[src/rtl/latch_bank_pkg.sv]
// Shared definitions for the latch_bank channel array: mode encodings and the
// per-bit set/reset/gate priority mux used by both channel modes.
package latch_bank_pkg;

  localparam logic MODE_TRANSPARENT = 1'b0;
  localparam logic MODE_FLOP        = 1'b1;

  // Reset beats set, set beats gated data, otherwise the bit keeps its value.
  function automatic logic latch_next(input logic s, input logic r,
                                      input logic g, input logic d,
                                      input logic hold);
    if (r)
      return 1'b0;
    else if (s)
      return 1'b1;
    else if (g)
      return d;
    else
      return hold;
  endfunction

endpackage

[src/rtl/latch_bank_if.sv]
// Bus bundle for latch_bank: per-bit set/reset/data, per-channel gates and the
// bank outputs (q, closed/changed strobes, hold-age).
interface latch_bank_if #(
  parameter int CH    = 4,
  parameter int W     = 8,
  parameter int AGE_W = 4
);

  logic [CH*W-1:0]     s;
  logic [CH*W-1:0]     r;
  logic [CH-1:0]       g;
  logic [CH*W-1:0]     d;
  logic [CH*W-1:0]     q;
  logic [CH-1:0]       closed;
  logic [CH-1:0]       changed;
  logic [CH*AGE_W-1:0] age;

  modport master (
    output s, r, g, d,
    input  q, closed, changed, age
  );

  modport slave (
    input  s, r, g, d,
    output q, closed, changed, age
  );

endinterface

[src/rtl/latch_bank_ch.sv]
// One latch_bank channel: transparent latch or gated flop, with close/change
// strobes and an optional saturating hold-age counter (LATCH_BANK_AGE_EN).
module latch_bank_ch
  import latch_bank_pkg::*;
#(
  parameter int           W      = 8,
  parameter logic         MODE_C = MODE_TRANSPARENT,
  parameter logic [W-1:0] INIT_C = '0,
  parameter int           AGE_W  = 4
) (
  input  logic             clock,
  input  logic             reset,
  input  logic [W-1:0]     s,
  input  logic [W-1:0]     r,
  input  logic             g,
  input  logic [W-1:0]     d,
  output logic [W-1:0]     q,
  output logic             closed,
  output logic             changed,
  output logic [AGE_W-1:0] age
);

  logic [W-1:0] val;
  logic [W-1:0] next_val;
  logic         g_d;

  always_comb begin
    next_val = val;
    for (int b = 0; b < W; b++)
      next_val[b] = latch_next(s[b], r[b], g, d[b], val[b]);
  end

  // A transparent channel shows the mux output right away and stores it at the
  // edge; a flop channel only shows what was stored. Reset forces INIT either way.
  assign q = reset ? INIT_C : ((MODE_C == MODE_TRANSPARENT) ? next_val : val);

  always_ff @(posedge clock or posedge reset) begin
    if (reset) begin
      val     <= INIT_C;
      g_d     <= 1'b0;
      closed  <= 1'b0;
      changed <= 1'b0;
    end else begin
      val     <= next_val;
      g_d     <= g;
      closed  <= g_d & ~g;
      changed <= (next_val != val);
    end
  end

`ifdef LATCH_BANK_AGE_EN
  logic             load;
  logic [AGE_W-1:0] age_q;

  assign load = g | (|s) | (|r);

  // Counts edges since the last load and sticks at all-ones instead of wrapping.
  always_ff @(posedge clock or posedge reset) begin
    if (reset)
      age_q <= '0;
    else if (load)
      age_q <= '0;
    else if (age_q != '1)
      age_q <= age_q + 1'b1;
  end

  assign age = age_q;
`else
  assign age = '0;
`endif

endmodule

[src/rtl/latch_bank.sv]
// Bank of CH latch channels sliced out of one bus interface.
// Optional hold-age counters are enabled with LATCH_BANK_AGE_EN.
module latch_bank
  import latch_bank_pkg::*;
#(
  parameter int                CH    = 4,
  parameter int                W     = 8,
  parameter logic [CH-1:0]     MODE  = '0,
  parameter logic [CH*W-1:0]   INIT  = '0,
  parameter int                AGE_W = 4
) (
  input  logic        clock,
  input  logic        reset,
  latch_bank_if.slave bus
);

  for (genvar c = 0; c < CH; c++) begin : g_ch
    latch_bank_ch #(
      .W      (W),
      .MODE_C (MODE[c]),
      .INIT_C (INIT[c*W +: W]),
      .AGE_W  (AGE_W)
    ) u_ch (
      .clock   (clock),
      .reset   (reset),
      .s       (bus.s[c*W +: W]),
      .r       (bus.r[c*W +: W]),
      .g       (bus.g[c]),
      .d       (bus.d[c*W +: W]),
      .q       (bus.q[c*W +: W]),
      .closed  (bus.closed[c]),
      .changed (bus.changed[c]),
      .age     (bus.age[c*AGE_W +: AGE_W])
    );
  end

endmodule

[src/flat_wrapper.sv]
// flat-port wrapper written by rule: the top's interface ports become plain ports
module latch_bank_flat import latch_bank_pkg::*;
#(
  parameter int                CH    = 4,
  parameter int                W     = 8,
  parameter logic [CH-1:0]     MODE  = '0,
  parameter logic [CH*W-1:0]   INIT  = '0,
  parameter int                AGE_W = 4
)
  (clock, reset, bus_s, bus_r, bus_g, bus_d, bus_q, bus_closed, bus_changed, bus_age);
  latch_bank_if #(.CH(CH), .W(W), .AGE_W(AGE_W)) bus_i ();
  input  logic clock;
  input  logic reset;
  input wire logic [$bits(bus_i.s)-1:0] bus_s;
  input wire logic [$bits(bus_i.r)-1:0] bus_r;
  input wire logic [$bits(bus_i.g)-1:0] bus_g;
  input wire logic [$bits(bus_i.d)-1:0] bus_d;
  output wire logic [$bits(bus_i.q)-1:0] bus_q;
  output wire logic [$bits(bus_i.closed)-1:0] bus_closed;
  output wire logic [$bits(bus_i.changed)-1:0] bus_changed;
  output wire logic [$bits(bus_i.age)-1:0] bus_age;
  assign bus_i.s = bus_s;
  assign bus_i.r = bus_r;
  assign bus_i.g = bus_g;
  assign bus_i.d = bus_d;
  assign bus_q = bus_i.q;
  assign bus_closed = bus_i.closed;
  assign bus_changed = bus_i.changed;
  assign bus_age = bus_i.age;
  latch_bank #(.CH(CH), .W(W), .MODE(MODE), .INIT(INIT), .AGE_W(AGE_W)) u_core (.clock(clock), .reset(reset), .bus(bus_i));
endmodule
[config.mk]
export PLATFORM = sky130hd
export DESIGN_NAME = latch_bank_flat
export DESIGN_NICKNAME = d
export VERILOG_FILES = /design/src/rtl/latch_bank_pkg.sv /design/src/rtl/latch_bank_if.sv /design/src/rtl/latch_bank_ch.sv /design/src/rtl/latch_bank.sv /design/src/flat_wrapper.sv
export SDC_FILE = /design/constraint.sdc
export NUM_CORES = 1
export LEC_CHECK = 0
export CORE_MARGIN = 10
export CORE_UTILIZATION = 40
export DETAILED_ROUTE_END_ITERATION = 8
export PLACE_DENSITY = 0.93
export REMOVE_ABC_BUFFERS = 1
export SETUP_SLACK_MARGIN = 0.2
export SYNTH_ARGS = -nofsm -noshare
export SYNTH_HDL_FRONTEND = slang
export SYNTH_SLANG_ARGS = --single-unit
export TNS_END_PERCENT = 100
[constraint.sdc]
create_clock -name clock -period 3.8 [get_ports clock]
set_clock_uncertainty 0.1 [all_clocks]
set_input_delay 0.76 -clock clock [delete_from_list [all_inputs] [get_ports clock]]
set_output_delay 0.76 -clock clock [all_outputs]
set_load 0.05 [all_outputs]
# Word-level counts from Yosys, hierarchy flattened
# Index checks and enable logic that the tools add are counted.
# totals
register_bits	44
in_bits	102
out_inout_bits	56
word_cells	128
# op_classes
eq_ne	4
mux	100
bitwise_logic	8
# ops
cell	count
$mux 1	96
$mux 8	4
$ne 8x8->1	4
$and 1x1->1	4
$not 1->1	4

# Depth between registers and ports, before layout
# Gate-level depths: netlist (run 1).
# logic_depth
ltp_word	4
depth_mapped	5
depth_no_buf	4

# Cells and area by module
# From an unflattened synthesis (run 1), not the netlist that was laid out.
# unflattened
cells_unflattened	352
area_unflattened_um2	2962.8
# by_module_without_submodules
mod	n_inst	cells_each	area_each_um2	seq_area_each_um2
latch_bank_ch	4	88	740.7	275.3

# Least setup slack after synthesis (run 1)
# OpenSTA, ideal clock, no wires.
# synth_path
path_kind	input to output
startpoint	input port reset
endpoint	output port bus_q[11]
arrival_ns	3.090
required_ns	2.940
slack_ns	-0.150
stages	4
n_path_buf	2
cell_sequence	clkbuf_1 > inv_1 > clkbuf_1 > and2_1
# synth_via
elab_chain_len	1
# synth_lines
element	line	source
start: declaration	flat_wrapper.sv:13	input logic reset;
$mux 8	latch_bank_ch.sv:35	assign q = reset ? INIT_C : ((MODE_C == MODE_TRANSPARENT) ? next_val : val);
end: declaration	flat_wrapper.sv:18	output wire logic [$bits(bus_i.q)-1:0] bus_q;
# Every way passes these cells.

# Final worst setup path (run 1)
# layout_path
startpoint	input port bus_g[3]
endpoint	output port bus_q[31]
# layout_via
elab_chain_len	4
# layout_lines
element	line	source
start: declaration	flat_wrapper.sv:16	input wire logic [$bits(bus_i.g)-1:0] bus_g;
$mux 1	latch_bank_pkg.sv:16	else if (g)
$mux 1	latch_bank_pkg.sv:14	else if (s)
$mux 1	latch_bank_pkg.sv:12	if (r)
named net u_core.g_ch[3].u_ch.next_val[7]	latch_bank_ch.sv:24	logic [W-1:0] next_val;
$mux 8	latch_bank_ch.sv:35	
# The timed path passes the listed nets, and every way through them passes these cells.

==> impl_metrics.json, run 1 <==
{
  "status": "finished, final reports clean",
  "clock.fmax_mhz": 300.4,
  "io-pin-count": 158,
  "grtUsageMet2": 0.3143,
  "worstReg2RegStart": "u_core.g_ch[0].u_ch.val[1]",
  "synthMuxAreaShare": 0,
  "worstMarginPinSlew_ps": 718.9,
  "critical_path_arrival_ps": 2470,
  "synth_xor_area_frac": 0,
  "overflow": 0,
  "rsz0062_at_grt": "false",
  "grt_max_degree": 30,
  "clock_latency_ps": 290,
  "grt_pass1_vias": 3348,
  "dp_hpwl_um": 8510,
  "synth-simple-area-share": 0.3342,
  "core_area_um2": 7292,
  "wl_per_cell_um": 17.93,
  "cts.sink_count": 44,
  "place_congestion": 0.8740,
  "drive_gt1_frac": 0.1065,
  "fp.dieW_um": 106.8,
  "io_buffers": 141,
  "synth-compound-area-share": 0.2161,
  "met1_usage": 0.1819,
  "finalHoldViolCount": 0,
  "grt_usage": 0.1703,
  "drv_slew": 0,
  "post-route-period-util": 0.8759,
  "cts_resized": 0,
  "antenna_found_initial": 0,
  "clock_tree.root_cell": "clkbuf_8",
  "power_density_nw_per_um2": 300.1,
  "hp-start": "u_core.g_ch[2].u_ch.g_d",
  "ant_nets": 0,
  "max_cap_violations": 0,
  "dieArea_um2": 11400,
  "synth_area_leaders": "dfrtp_1, nor3b_1, buf_4, a22oi_1, nor2_1",
  "setup_viol": 0,
  "ctsLongestPathBuffers": 2,
  "syn_area_um2": 3010,
  "finalCriticalPeriod_ps": 3329,
  "initial_utilization": 0.4128,
  "synthCells": 346,
  "netlist-cell-type-count": 31,
  "cts_setup_buffers": 0,
  "post-route-drc-count": 0,
  "synth_fa_ha_area_frac": 0,
  "worst_setup_path_end_kind": "output pin",
  "drt_iter0_markers": 90,
  "ys_seq_area_frac": 0.3658,
  "synth_top_area_cell": "dfrtp_1",
  "synth_seq_cells": 44,
  "final_cell_count_no_fill": 578,
  "vdd_drop_max_v": 0.0001467,
  "drt_first_pass_iters": 4,
  "cts_made_buffers": 5,
  "synth_top_family_by_area": "simple AND/OR/NAND/NOR gates",
  "critical_path_required_ps": 2940,
  "vias": 3161,
  "global_route.peak_usage_layer": "met2",
  "synth_edf_count": 0,
  "grt_util_met3": 0.05928,
  "vias_per_cell": 5.469,
  "area_growth_pct": 58.89,
  "synth_area_per_cell_um2": 8.701,
  "p_leak_nw": 1.826,
  "dieHeight_um": 106.8,
  "path_max_fanout": 19,
  "min_path_type": "reg -> reg",
  "hold_buffers": 0,
  "h-tree-depth": 2,
  "async_flop_share": 1.000,
  "dp.cells": 570,
  "wirelength_um": 10360,
  "path_class": "in -> out",
  "critical_path.startpoint": "bus_g[3]",
  "n_antenna_cell": 0,
  "cts_tree": "yes",
  "setup_tns_ps": 0,
  "floorplan.rows": 31,
  "relSlewSlack": 0.5193,
  "grt_pass1_wl_um": 16120,
  "start_kind": "primary input",
  "path_clk_slew_ps": 90,
  "synthDominantCellAreaShare": 0.3658,
  "yosys_warnings": 0,
  "fin_nets": 580,
  "ys_top_cells_by_count": "dfrtp_1, nor2_1, nor3b_1",
  "synth_ff_type": "dfrtp_1"
}
==> registers in the layout (all words and copies together), names as in the netlist <==
register                  cells
u_core.g_ch.u_ch.changed      4
u_core.g_ch.u_ch.closed       4
u_core.g_ch.u_ch.g_d          4
u_core.g_ch.u_ch.val         32
==> through the flow <==
step                utilization  power [mW]  hold WS (ps)  instance area (µm²)  worst slack, ps
floorplan                     -      0.7724         338.5                 2821            571.1
global placement         0.6386       1.035         347.4                 4657            573.6
detailed placement       0.6386       1.046         348.8                 4657            484.7
CTS                      0.6560       1.444         369.3                 4783            483.3
global route             0.6560       1.497         398.8                 4783            352.9
finish                   0.6560       1.435         365.4                 4783            471.4
==> cell usage in the layout, fill, tap and decap left out, types with 3 or more instances in the layout <==
cell type / synthesis / routed
nor3_1: 30 / 30
a211oi_1: 18 / 18
clkdlybuf4s50_1: 0 / 109
or4_1: 3 / 3
conb_1: 1 / 16
buf_12: 0 / 28
clkbuf_8: 0 / 7
buf_4: 24 / 8
a221oi_1: 4 / 4
a22oi_1: 23 / 23
a21oi_4: 3 / 3
nand4_1: 4 / 4
nand3_1: 5 / 5
a2111o_1: 4 / 4
nand2_1: 3 / 3
dfrtp_1: 44 / 44
nor2_1: 44 / 44
a22o_1: 4 / 4
nor3b_1: 32 / 32
a21oi_1: 22 / 22
nor4_1: 6 / 6
and2_1: 14 / 14
nand2b_1: 14 / 14
a21oi_2: 3 / 3
nor2b_1: 22 / 22
a2111oi_0: 3 / 3
==> metal layers <==
layer,share of wire,routed length [µm],up-vias
met1,0.39,4048,1521
li1,-,-,1514
met3,0.075,778,9
met5,0,0,-
met4,0.010,104,0
met2,0.52,5432,117
==> worst max-delay path, stage by stage <==
cell and delay [ps]:
clkdlybuf4s50_1 940, a21oi_1 180, a21oi_1 220, and2_1 210
buf_12 150
==> final timing paths <==
check | to | slack, ps | depth (start not counted)
max | bus_q[31] | 470 | 5
min | u_core.g_ch[2].u_ch.closed | 370 | 1
max reg2reg | u_core.g_ch[0].u_ch.changed | 2010 | 4
min reg2reg | u_core.g_ch[2].u_ch.closed | 370 | 1
max in group asynchronous | u_core.g_ch[3].u_ch.changed | 2380 | 4
min in group asynchronous | u_core.g_ch[0].u_ch.closed | 760 | 3
==> layout make-up <==
cell class,count,area (µm²)
Multi-Input combinational cell,281,1717
Clock buffer,7,96.34
Tap cell,99,123.9
Sequential cell,44,1101
Timing Repair Buffer,145,1712
Clock inverter,1,30.03
Inverter,1,3.754
Fill cell,625,2509
==> kinds of logic after synthesis <==
| family | Yosys count |
|---|---|
| simple gates | 179 |
| buf+inv | 36 |
| other cells | 1 |
| flops | 44 |
| compound gates | 86 |
==> power by group <==
group | leakage [nW] | switching, mW | internal, mW
clock | 0.0645 | 0.163 | 0.232
sequential | 0.532 | 0.0280 | 0.498
combinational | 1.23 | 0.273 | 0.241
total | 1.83 | 0.464 | 0.971
(Power assumes the default switching activity.)
==> run 2, diff against run 1 <==
Settings changed: CAP_MARGIN set to 10, SLEW_MARGIN set to 20.
==> results of run 2 <==
Same layout as run 1: the final DEF is identical, and so are final timing and power.
==> variant: new RTL, config.mk and constraints of run 1 <==
`W` is set to 8 in 4 places; all go to 6.
--- a/src/rtl/latch_bank_if.sv
+++ b/src/rtl/latch_bank_if.sv
@@ -3,5 +3,5 @@
 interface latch_bank_if #(
   parameter int CH    = 4,
-  parameter int W     = 8,
+  parameter int W     = 6,
   parameter int AGE_W = 4
 );
--- a/src/rtl/latch_bank_ch.sv
+++ b/src/rtl/latch_bank_ch.sv
@@ -4,5 +4,5 @@
   import latch_bank_pkg::*;
 #(
-  parameter int           W      = 8,
+  parameter int           W      = 6,
   parameter logic         MODE_C = MODE_TRANSPARENT,
   parameter logic [W-1:0] INIT_C = '0,
--- a/src/rtl/latch_bank.sv
+++ b/src/rtl/latch_bank.sv
@@ -5,5 +5,5 @@
 #(
   parameter int                CH    = 4,
-  parameter int                W     = 8,
+  parameter int                W     = 6,
   parameter logic [CH-1:0]     MODE  = '0,
   parameter logic [CH*W-1:0]   INIT  = '0,
--- a/src/flat_wrapper.sv
+++ b/src/flat_wrapper.sv
@@ -3,5 +3,5 @@
 #(
   parameter int                CH    = 4,
-  parameter int                W     = 8,
+  parameter int                W     = 6,
   parameter logic [CH-1:0]     MODE  = '0,
   parameter logic [CH*W-1:0]   INIT  = '0,
Ports: changed (resized bus_d, bus_q, bus_r and bus_s); port bits go from 158 to 126. No check against the original RTL was run, so the function may have changed too.
==> variant against run 1 <==
  * Sequential power fell by 18%
  * Sequential cell count down 8
  * Critical path type unchanged
  * Largest power group unchanged
  * Total power down 26%
  * Critical endpoint is now bus_q[12]
  * Wire length down 29%
  * Non-clock buffer count down 33
  * Maximum frequency is 5.2% higher
  * Synthesized area shrank 22%
  * Worst setup slack improved by 0.16 ns
  * Design area fell by 28%
  * Sequential share of layout area up 3.2 points
  * Final cell count down 22%
  * Worst hold slack improved by 0.0028 ns
  * Die area fell by 18%
==> variant: results (changes against run 1) <==
Run status
  • Status: finished clean

Detailed routing
  • Detailed router's first-iteration violation count: 68 (-24%)
  • Vias per std cell: 5.45 (-0.40%)
  • Top sig layer: met4
  • Routed WL per cell: 16.2 µm (-9.5%)
  • Met1 WL: 3180 µm (-22%)
  • Drt first pass iters: 4 (unchanged)
  • Met2 Wirelength: 3550 µm (-35%)
  • Met3 Wirelength: 573 µm (-26%)

GRT
  • Vias in the first global route: 2557 (-24%)
  • Pin count of the biggest net entering global routing: 30 (unchanged)
  • First-pass GRT wire length: 12400 µm (-23%)
  • Initial antenna violation count: 0 (unchanged)
  • All-layer global routing usage: 0.151 (-0.0193)

Clock tree
  • Clock Tree Root: clkbuf_8
  • Skew-Pair Late Insertion Delay: between 0.2 and 0.3 ns
  • Longest Clk Path Bufs: 2 (unchanged)
  • Htree depth: 2 (unchanged)
  • Cts repair resizes: 0 (unchanged)
  • Clk slew on worst S/H paths: 0.07 ns (-0.02 ns)
  • Cts bufs inserted: 5 (unchanged)

Logic synthesis
  • Synth cell count leaders: 39 x nor2_1, 36 x dfrtp_1, 32 x a21oi_1
  • Ranking of synthesized cells by area: dfrtp_1 38%, nor3b_1 8.0%, buf_4 7.6%
  • Synth cell types: 29 (-6.5%)
  • Yosys Warn Count: 0 (unchanged)
  • Ys flop type: dfrtp_1
  • Register area share after synthesis: 0.382 (+0.0160)

Placed design
  • Dpl cell area: 0.00336 mm² (-28%)
  • IO buf count: 109 (-23%)
  • RePlAce Congestion: 0.850 (-2.8%)
  • Final HPWL DP: 5960 µm (-30%)

Worst setup path
  • Largest stage delay, worst path: 0.82 ns (-0.12 ns)
  • Crit Path Max Fanout: 17 (-2)
  • Slowest-stage cell, CP: clkdlybuf4s50_1
  • Worst EP arrival: 2.31 ns (-0.16 ns)

Layout
  • Fill cells: 475 (-24%)
  • Total Nets Final: 458 (-21%)
  • Fraction of layout cells with a size suffix above 1: 0.0868 (-0.0196)
  • Max reg flops: 24 (-25%)

Pwr
  • Leak pwr: 1.35 nW (-26%)
  • VDD IR-drop max: 0.169 mV (+15%)

STA
  • Least-Margin Pin Slew: 0.550 ns (-0.169 ns)

Hold path
  • Hold crit path type: reg -> reg
[variant: final cells by class]
type,instances,area (µm²),share of cell area
multi-input cells,223,1300,0.378
repair buffers,112,1070,0.310
flip-flops and latches,36,901,0.262
well taps,72,90.1,0.0262
clock buffers,6,72.6,0.0211
inverters,2,7.51,0.00218
clock inverters,1,5.00,0.00145
[variant: cell families (layout without fill, tap and decap cells)]
kind of cell | count (synthesis) | after routing | synth area share
buffers and inverters | 32 | 121 | 0.0912
other | 1 | 16 | 0.00159
and+or+nand+nor | 135 | 135 | 0.318
DFF | 36 | 36 | 0.382
AOI/OAI and AO/OA | 72 | 72 | 0.207
[variant: stage by stage]
step	instances	setup WS, ns	utilization
2_1_floorplan	261	0.784	-
3_3_place_gp	445	0.719	0.600
3_5_place_dp	445	0.631	0.600
4_1_cts	452	0.630	0.614
5_1_grt	452	0.498	0.614
6_report	452	0.635	0.614
[variant: path summary, 6_finish.rpt]
check / from / end / slack (ns) / depth (start not counted)
hold reg to reg: u_core.g_ch[1].u_ch.g_d / u_core.g_ch[1].u_ch.closed / 0.37 / 1
min in group asynchronous: reset / u_core.g_ch[2].u_ch.closed / 0.58 / 2
hold / removal: u_core.g_ch[1].u_ch.g_d / u_core.g_ch[1].u_ch.closed / 0.37 / 1
max in group asynchronous: reset / u_core.g_ch[0].u_ch.g_d / 2.64 / 3
setup reg to reg: u_core.g_ch[0].u_ch.val[2] / u_core.g_ch[0].u_ch.changed / 2.23 / 4
setup / recovery: bus_g[2] / bus_q[12] / 0.63 / 5
[variant: power breakdown]
part / switching, mW / leakage, nW / internal, mW / total [mW]
registers: 0.0225 / 0.433 / 0.408 / 0.431
clock network: 0.134 / 0.0410 / 0.125 / 0.259
logic: 0.210 / 0.878 / 0.156 / 0.366
total: 0.367 / 1.35 / 0.689 / 1.06
[variant: layer usage]
layer / track usage / vias up
met5: 0 / -
met1: 0.176 / 1165
met4: 0.0225 / 0
li1: - / 1190
met2: 0.262 / 101
met3: 0.0546 / 6
